===== src/rtl/ram_arb_pkg.sv =====
// ram_arb_pkg: shared FSM states, requester ids and default timing for the RAM access arbiter.
package ram_arb_pkg;
    typedef enum logic [1:0] {IDLE, ISSUE, WAIT, DONE} state_t;
    localparam logic REQ_A = 1'b0;
    localparam logic REQ_B = 1'b1;
    localparam int DEF_RAM_LAT = 4;
    localparam int DEF_TIMEOUT = 16;
endpackage


===== src/rtl/ram_arb_rr2.sv =====
// ram_arb_rr2: combinational two-way round-robin picker; on a tie the port not served last wins.
module ram_arb_rr2
    import ram_arb_pkg::*;
(
    input  logic req_a,
    input  logic req_b,
    input  logic last_grant,
    output logic grant_valid,
    output logic grant_id
);
    assign grant_valid = req_a || req_b;
    assign grant_id    = (req_a && req_b) ? ((last_grant == REQ_A) ? REQ_B : REQ_A)
                                          : (req_b ? REQ_B : REQ_A);
endmodule


===== src/rtl/ram_access_arbiter.sv =====
// ram_access_arbiter: round-robin sharing of one RAM between ports A and B, turning
// single-word requests into the RAM's edge-triggered strobe protocol with timeout.
module ram_access_arbiter
    import ram_arb_pkg::*;
#(
    parameter int DATA_WIDTH = 8,
    parameter int ADDR_WIDTH = 9,
    parameter int RAM_LAT    = DEF_RAM_LAT,
    parameter int TIMEOUT    = DEF_TIMEOUT
)(
    input  logic                  clk,
    input  logic                  rst,
    input  logic                  req_a,
    input  logic                  req_b,
    input  logic                  we_a,
    input  logic                  we_b,
    input  logic [ADDR_WIDTH-1:0] addr_a,
    input  logic [ADDR_WIDTH-1:0] addr_b,
    input  logic [DATA_WIDTH-1:0] wdata_a,
    input  logic [DATA_WIDTH-1:0] wdata_b,
    output logic                  ack_a,
    output logic                  ack_b,
    output logic                  err_a,
    output logic                  err_b,
    output logic [DATA_WIDTH-1:0] rdata_a,
    output logic [DATA_WIDTH-1:0] rdata_b,
    output logic [ADDR_WIDTH-1:0] ram_addr_rd,
    output logic [ADDR_WIDTH-1:0] ram_addr_wr,
    output logic [DATA_WIDTH-1:0] ram_data_wr,
    output logic                  ram_rd_ins,
    output logic                  ram_wr_ins,
    input  logic [DATA_WIDTH-1:0] ram_data_rd,
    input  logic                  ram_flag_rd,
    input  logic                  ram_flag_wr,
    output logic                  busy
);
    localparam int CW = $clog2(TIMEOUT);

    state_t                r_state, w_next;
    logic                  r_id, r_we, r_err, r_last;
    logic [CW-1:0]         r_cnt;
    logic [ADDR_WIDTH-1:0] r_addr;
    logic [DATA_WIDTH-1:0] r_wdata, r_rdata_a, r_rdata_b;
    logic                  w_gv, w_gid, w_flag, w_ok, w_to;

    ram_arb_rr2 u_rr (
        .req_a       (req_a),
        .req_b       (req_b),
        .last_grant  (r_last),
        .grant_valid (w_gv),
        .grant_id    (w_gid)
    );

    // The flag is only trusted once the RAM latency has elapsed; before that it may be stale.
    assign w_flag = r_we ? ram_flag_wr : ram_flag_rd;
    assign w_ok   = (r_cnt >= CW'(RAM_LAT - 1)) && w_flag;
    assign w_to   = r_cnt == CW'(TIMEOUT - 1);

    always_comb begin
        w_next = r_state;
        unique case (r_state)
            IDLE:    w_next = w_gv ? ISSUE : IDLE;
            ISSUE:   w_next = WAIT;
            WAIT:    w_next = (w_ok || w_to) ? DONE : WAIT;
            DONE:    w_next = IDLE;
            default: w_next = IDLE;
        endcase
    end

    always_ff @(posedge clk or posedge rst) begin
        if (rst) begin
            r_state   <= IDLE;
            r_id      <= REQ_A;
            r_we      <= 1'b0;
            r_err     <= 1'b0;
            r_last    <= REQ_B;
            r_cnt     <= '0;
            r_addr    <= '0;
            r_wdata   <= '0;
            r_rdata_a <= '0;
            r_rdata_b <= '0;
        end else begin
            r_state <= w_next;
            r_cnt   <= (r_state == WAIT) ? r_cnt + 1'b1 : '0;
            if (r_state == IDLE && w_gv) begin
                r_id    <= w_gid;
                r_last  <= w_gid;
                r_we    <= (w_gid == REQ_B) ? we_b : we_a;
                r_addr  <= (w_gid == REQ_B) ? addr_b : addr_a;
                r_wdata <= (w_gid == REQ_B) ? wdata_b : wdata_a;
            end
            if (r_state == WAIT && w_next == DONE) begin
                r_err <= !w_ok;
                if (!r_we && r_id == REQ_A) r_rdata_a <= ram_data_rd;
                if (!r_we && r_id == REQ_B) r_rdata_b <= ram_data_rd;
            end
        end
    end

    assign ack_a       = (r_state == DONE) && (r_id == REQ_A);
    assign ack_b       = (r_state == DONE) && (r_id == REQ_B);
    assign err_a       = ack_a && r_err;
    assign err_b       = ack_b && r_err;
    assign rdata_a     = r_rdata_a;
    assign rdata_b     = r_rdata_b;
    assign ram_addr_rd = r_addr;
    assign ram_addr_wr = r_addr;
    assign ram_data_wr = r_wdata;
    assign ram_rd_ins  = (r_state == ISSUE) && !r_we;
    assign ram_wr_ins  = (r_state == ISSUE) && r_we;
    assign busy        = r_state != IDLE;
endmodule

===== config.mk =====
export PLATFORM = sky130hd
export DESIGN_NAME = ram_access_arbiter
export DESIGN_NICKNAME = d
export VERILOG_FILES = /design/src/rtl/ram_arb_pkg.sv /design/src/rtl/ram_arb_rr2.sv /design/src/rtl/ram_access_arbiter.sv
export SDC_FILE = /design/constraint.sdc
export NUM_CORES = 1
export LEC_CHECK = 0
export BUFFER_PORTS_ARGS = -buffer_cell sky130_fd_sc_hd__buf_2
export CAP_MARGIN = 25
export CORE_ASPECT_RATIO = 1.1
export CORE_UTILIZATION = 45
export DETAILED_ROUTE_END_ITERATION = 8
export GPL_ROUTABILITY_DRIVEN = 0
export HOLD_SLACK_MARGIN = 0.05
export PLACE_DENSITY = 0.78
export SYNTH_ARGS = -nofsm -noshare
export SYNTH_HDL_FRONTEND = slang
export SYNTH_SLANG_ARGS = --single-unit

===== constraint.sdc =====
create_clock -name clk -period 2.1 [get_ports clk]
set_input_delay 0.42 -clock clk [delete_from_list [all_inputs] [get_ports clk]]
set_output_delay 0.42 -clock clk [all_outputs]
set_load 0.02 [all_outputs]

==> run summary <==
WORST SETUP PATH
-----------------------------------------------------------------------------------------
Capturing point of the worst reg2reg path ..................................   rdata_b[3]
Endpoint required time on the critical path ................................      2.28 ns
Critical path fanouts, max .................................................            8
Crit path arrival time .....................................................      2.07 ns
R2r setup slk ..............................................................      0.21 ns
Worst setup EP type ........................................................    flip-flop
Number of cell instances on the worst register-to-register path ............            6
Element type at the critical path start ....................................    flip-flop
CP Class ................................................................... flip-flop to flip-flop
Worst reg2reg startpoint ...................................................   r_state[1]

TIMING
-----------------------------------------------------------------------------------------
Worst relative slew slack ..................................................        46.3%
Count of endpoints failing hold in the final timing report .................            0
Final hold slack ...........................................................     0.175 ns
Fmax achieved ..............................................................    0.528 GHz
Skew final .................................................................   0.00299 ns
Setup violation total in the final timing report ...........................            0
Number of slew-limit violations in the final report ........................            0
Final worst slack ..........................................................     0.208 ns
Worst Tran Pin Value .......................................................     0.801 ns
Setup TNS ..................................................................         0 ns
Shortest clock period the worst path allows after layout ...................      1.89 ns
RSZ-0062 raised after global routing .......................................           no
Final cycle utilization of the critical path ...............................        90.1%

CLOCK TREE
-----------------------------------------------------------------------------------------
Maximum root-to-sink buffer count ..........................................            2
Post-CTS setup buffer count ................................................            0
Number of sinks driven by the clock tree ...................................           43
Clock Pin Slew Worst Setup and Hold Paths ..................................      0.07 ns
Cts hold-fix bufs ..........................................................            0
Clock tree from TritonCTS ..................................................          yes
Number of clock buffers inserted by TritonCTS ..............................            5
CTS resizes ................................................................            0
Clock Root Buffer .......................................................... sky130_fd_sc_hd__clkbuf_8
H-Tree Level Count .........................................................            2
Source-to-sink clock delay at the later pin of the worst-skew pair .........      0.29 ns

FLOORPLANNING
-----------------------------------------------------------------------------------------
Starting Density ...........................................................        47.7%
Horiz. Die Dim .............................................................      66.7 µm
Die area ...................................................................     4880 µm²
Vertical extent of the die .................................................      73.2 µm
Core region area ...........................................................     4350 µm²
Number of cell rows ........................................................           25
Number of top-level design ports ...........................................           99

GRT
-----------------------------------------------------------------------------------------
Met1 Usage GRT .............................................................        23.0%
GR Overflow Total ..........................................................            0
GRT Total Usage ............................................................        18.2%
Met3 Use GR ................................................................        5.16%
Highest-utilization routing layer at the global route stage ................         met2
First-pass GRT wire length .................................................      6.56 mm
Largest net degree at the start of global routing ..........................           24
Routing usage on met2 ......................................................        29.7%
Number of antenna violations at the first check in global routing ..........            0
Number of global-route vias before repair ..................................         1437

POWER
-----------------------------------------------------------------------------------------
Net switching fraction of the power ........................................        43.6%
Leakage power summed over all cells ........................................      1.46 nW
Switching Power ............................................................      1.69 mW
Combinational cell fraction of total power .................................        50.2%
Clock Power Share ..........................................................        12.6%
Final Power ................................................................      3.88 mW
Worst vdd rail ir drop .....................................................       633 µV
Int Pwr ....................................................................      2.19 mW
Pwr Density ................................................................  1460 nW/µm²
Sequential share of power ..................................................        37.2%

SYNTHESIS
-----------------------------------------------------------------------------------------
Count of yosys warnings during synthesis ...................................            0
Prevailing post-synth register cell ........................................ sky130_fd_sc_hd__dfrtp_1
Proportion of register bits with asynchronous set or reset after synthesis .         100%
Synth unique cells .........................................................           33
Post-synth EDFFs ...........................................................            0
Top post-synthesis cells by area ........................................... sky130_fd_sc_hd__dfrtp_1 (51%), sky130_fd_sc_hd__mux2i_1 (9.2%), sky130_fd_sc_hd__mux2_4 (5.8%), sky130_fd_sc_hd__o21ai_1 (4.8%), sky130_fd_sc_hd__mux2_1 (4.3%)
Synth Register Bits ........................................................           43
Synth Net Count ............................................................          231
Cell area after synthesis ..................................................     2070 µm²
Avg Synthesized Cell Area ..................................................     11.8 µm²
Cell taking the most area after synthesis .................................. sky130_fd_sc_hd__dfrtp_1
Portion of synthesized cell area occupied by the leading cell type .........        50.7%
Portion of the post-synthesis area used by sequential elements .............        52.0%
Post-synthesis instance total ..............................................          175

DRT
-----------------------------------------------------------------------------------------
Vias .......................................................................         1578
First-pass DRT Iterations ..................................................            4
Total Wirelength ...........................................................      4.11 mm
Starting DRT DRC Count .....................................................           55
Routed WL per cell .........................................................      12.6 µm
Remaining antenna violation count after routing ............................            0
Mean number of vias per cell ...............................................         4.84
DRC ........................................................................            0

MIN PATH
-----------------------------------------------------------------------------------------
Hold Path Class ............................................................ input port to async pin

PLACEMENT
-----------------------------------------------------------------------------------------
Sum of net half-perimeters after detailed placement ........................      3.22 mm
Count of port buffers added during placement ...............................           98
Worst slack at placement ...................................................     0.199 ns
Dpl cell area ..............................................................     2580 µm²
Instance count after placement with tap cells included .....................          318

FINISH
-----------------------------------------------------------------------------------------
Share of cells above drive strength 1 ......................................        46.7%
Most frequent standard cell in the layout excluding fill and tap cells ..... sky130_fd_sc_hd__buf_2
Final #Nets ................................................................          327
Finished Layout Cells ......................................................          326
# diodes ...................................................................            0
Utilization after layout ...................................................        61.3%
Growth of design area from synthesis to finish .............................        28.6%
Layout Cell Area excl Fill .................................................     2670 µm²
Leading cell types in the layout, fill and taps excluded ................... sky130_fd_sc_hd__buf_2 (98), sky130_fd_sc_hd__dfrtp_1 (42), sky130_fd_sc_hd__nand2_1 (21)

STATUS
-----------------------------------------------------------------------------------------
Run status ................................................................. finished, final reports clean

JOB
-----------------------------------------------------------------------------------------
Max-cap violations .........................................................            0

==> layer usage <==
layer,wire [µm],vias up
met5,0,-
met4,52,0
met3,241,6
met2,2010,59
met1,1810,732
li1,-,781
==> Yosys cell counts, types with 2 or more instances <==
library cell	n
sky130_fd_sc_hd__and2_1	4
sky130_fd_sc_hd__clkbuf_1	3
sky130_fd_sc_hd__mux2i_1	19
sky130_fd_sc_hd__nor2b_1	2
sky130_fd_sc_hd__ha_1	6
sky130_fd_sc_hd__nand3_1	2
sky130_fd_sc_hd__a21oi_1	4
sky130_fd_sc_hd__o21ai_1	20
sky130_fd_sc_hd__buf_4	10
sky130_fd_sc_hd__mux2_1	8
sky130_fd_sc_hd__inv_1	4
sky130_fd_sc_hd__dfrtp_1	42
sky130_fd_sc_hd__mux2_4	8
sky130_fd_sc_hd__nor2_1	4
sky130_fd_sc_hd__nand2_1	21
==> power groups by stage <==
stage | sequential, mW | clock [mW] | combinational [mW]
final | 1.44 | 0.489 | 1.95
after global routing | 1.50 | 0.545 | 2.16
after CTS | 1.45 | 0.511 | 1.97
after detailed placement | 1.46 | 0 | 1.97
after global placement | 1.44 | 0 | 1.92
after floorplan | 1.79 | 0 | 1.08
==> area by class of cell <==
type | count | area (µm²)
Clock buffer | 7 | 76.3
Clock inverter | 1 | 5.00
Fill cell | 370 | 1680
Inverter | 4 | 15.0
Multi-Input combinational cell | 114 | 897
Sequential cell | 43 | 1080
Tap cell | 54 | 67.6
Timing Repair Buffer | 103 | 528
==> critical path, stage by stage (launching register included) <==
cell,delay (ns)
sky130_fd_sc_hd__dfrtp_1,0.40
sky130_fd_sc_hd__inv_1,0.11
sky130_fd_sc_hd__ha_1,0.19
sky130_fd_sc_hd__nand2b_1,0.20
sky130_fd_sc_hd__o21ai_2,0.12
sky130_fd_sc_hd__o211ai_4,0.41
sky130_fd_sc_hd__mux2_4,0.34
==> cell families after synthesis <==
kind of cell / after synthesis / synth area share [%]
buffers and inverters: 18 / 5.13
AO/OA/AOI/OAI: 30 / 9.11
XOR/XNOR: 2 / 0.845
adder cells (fa/ha/maj): 6 / 3.62
AND/OR/NAND/NOR: 41 / 10.0
multiplexers: 35 / 19.3
flip-flops: 43 / 52.0
==> registers in the layout (all words and copies together) (netlist names) <==
signal       flops
r_cnt            4
r_err            1
r_id             1
r_last           1
r_state          2
r_we             1
ram_addr_rd      9
ram_data_wr      8
rdata_a          8
rdata_b          8
==> worst max-delay path by stage <==
stage	startpoint	to	slack (ns)	depth (start not counted)
after CTS	r_state[0]	rdata_b[1]	0.20	6
after global routing	r_state[1]	rdata_b[3]	0.08	6
after detailed placement	r_state[0]	rdata_b[3]	0.20	6
final	r_state[1]	rdata_b[3]	0.21	6
after floorplan	r_state[0]	rdata_b[0]	0.35	6
after global placement	r_state[0]	rdata_a[3]	0.29	6
Power figures use the tool's default switching activity.
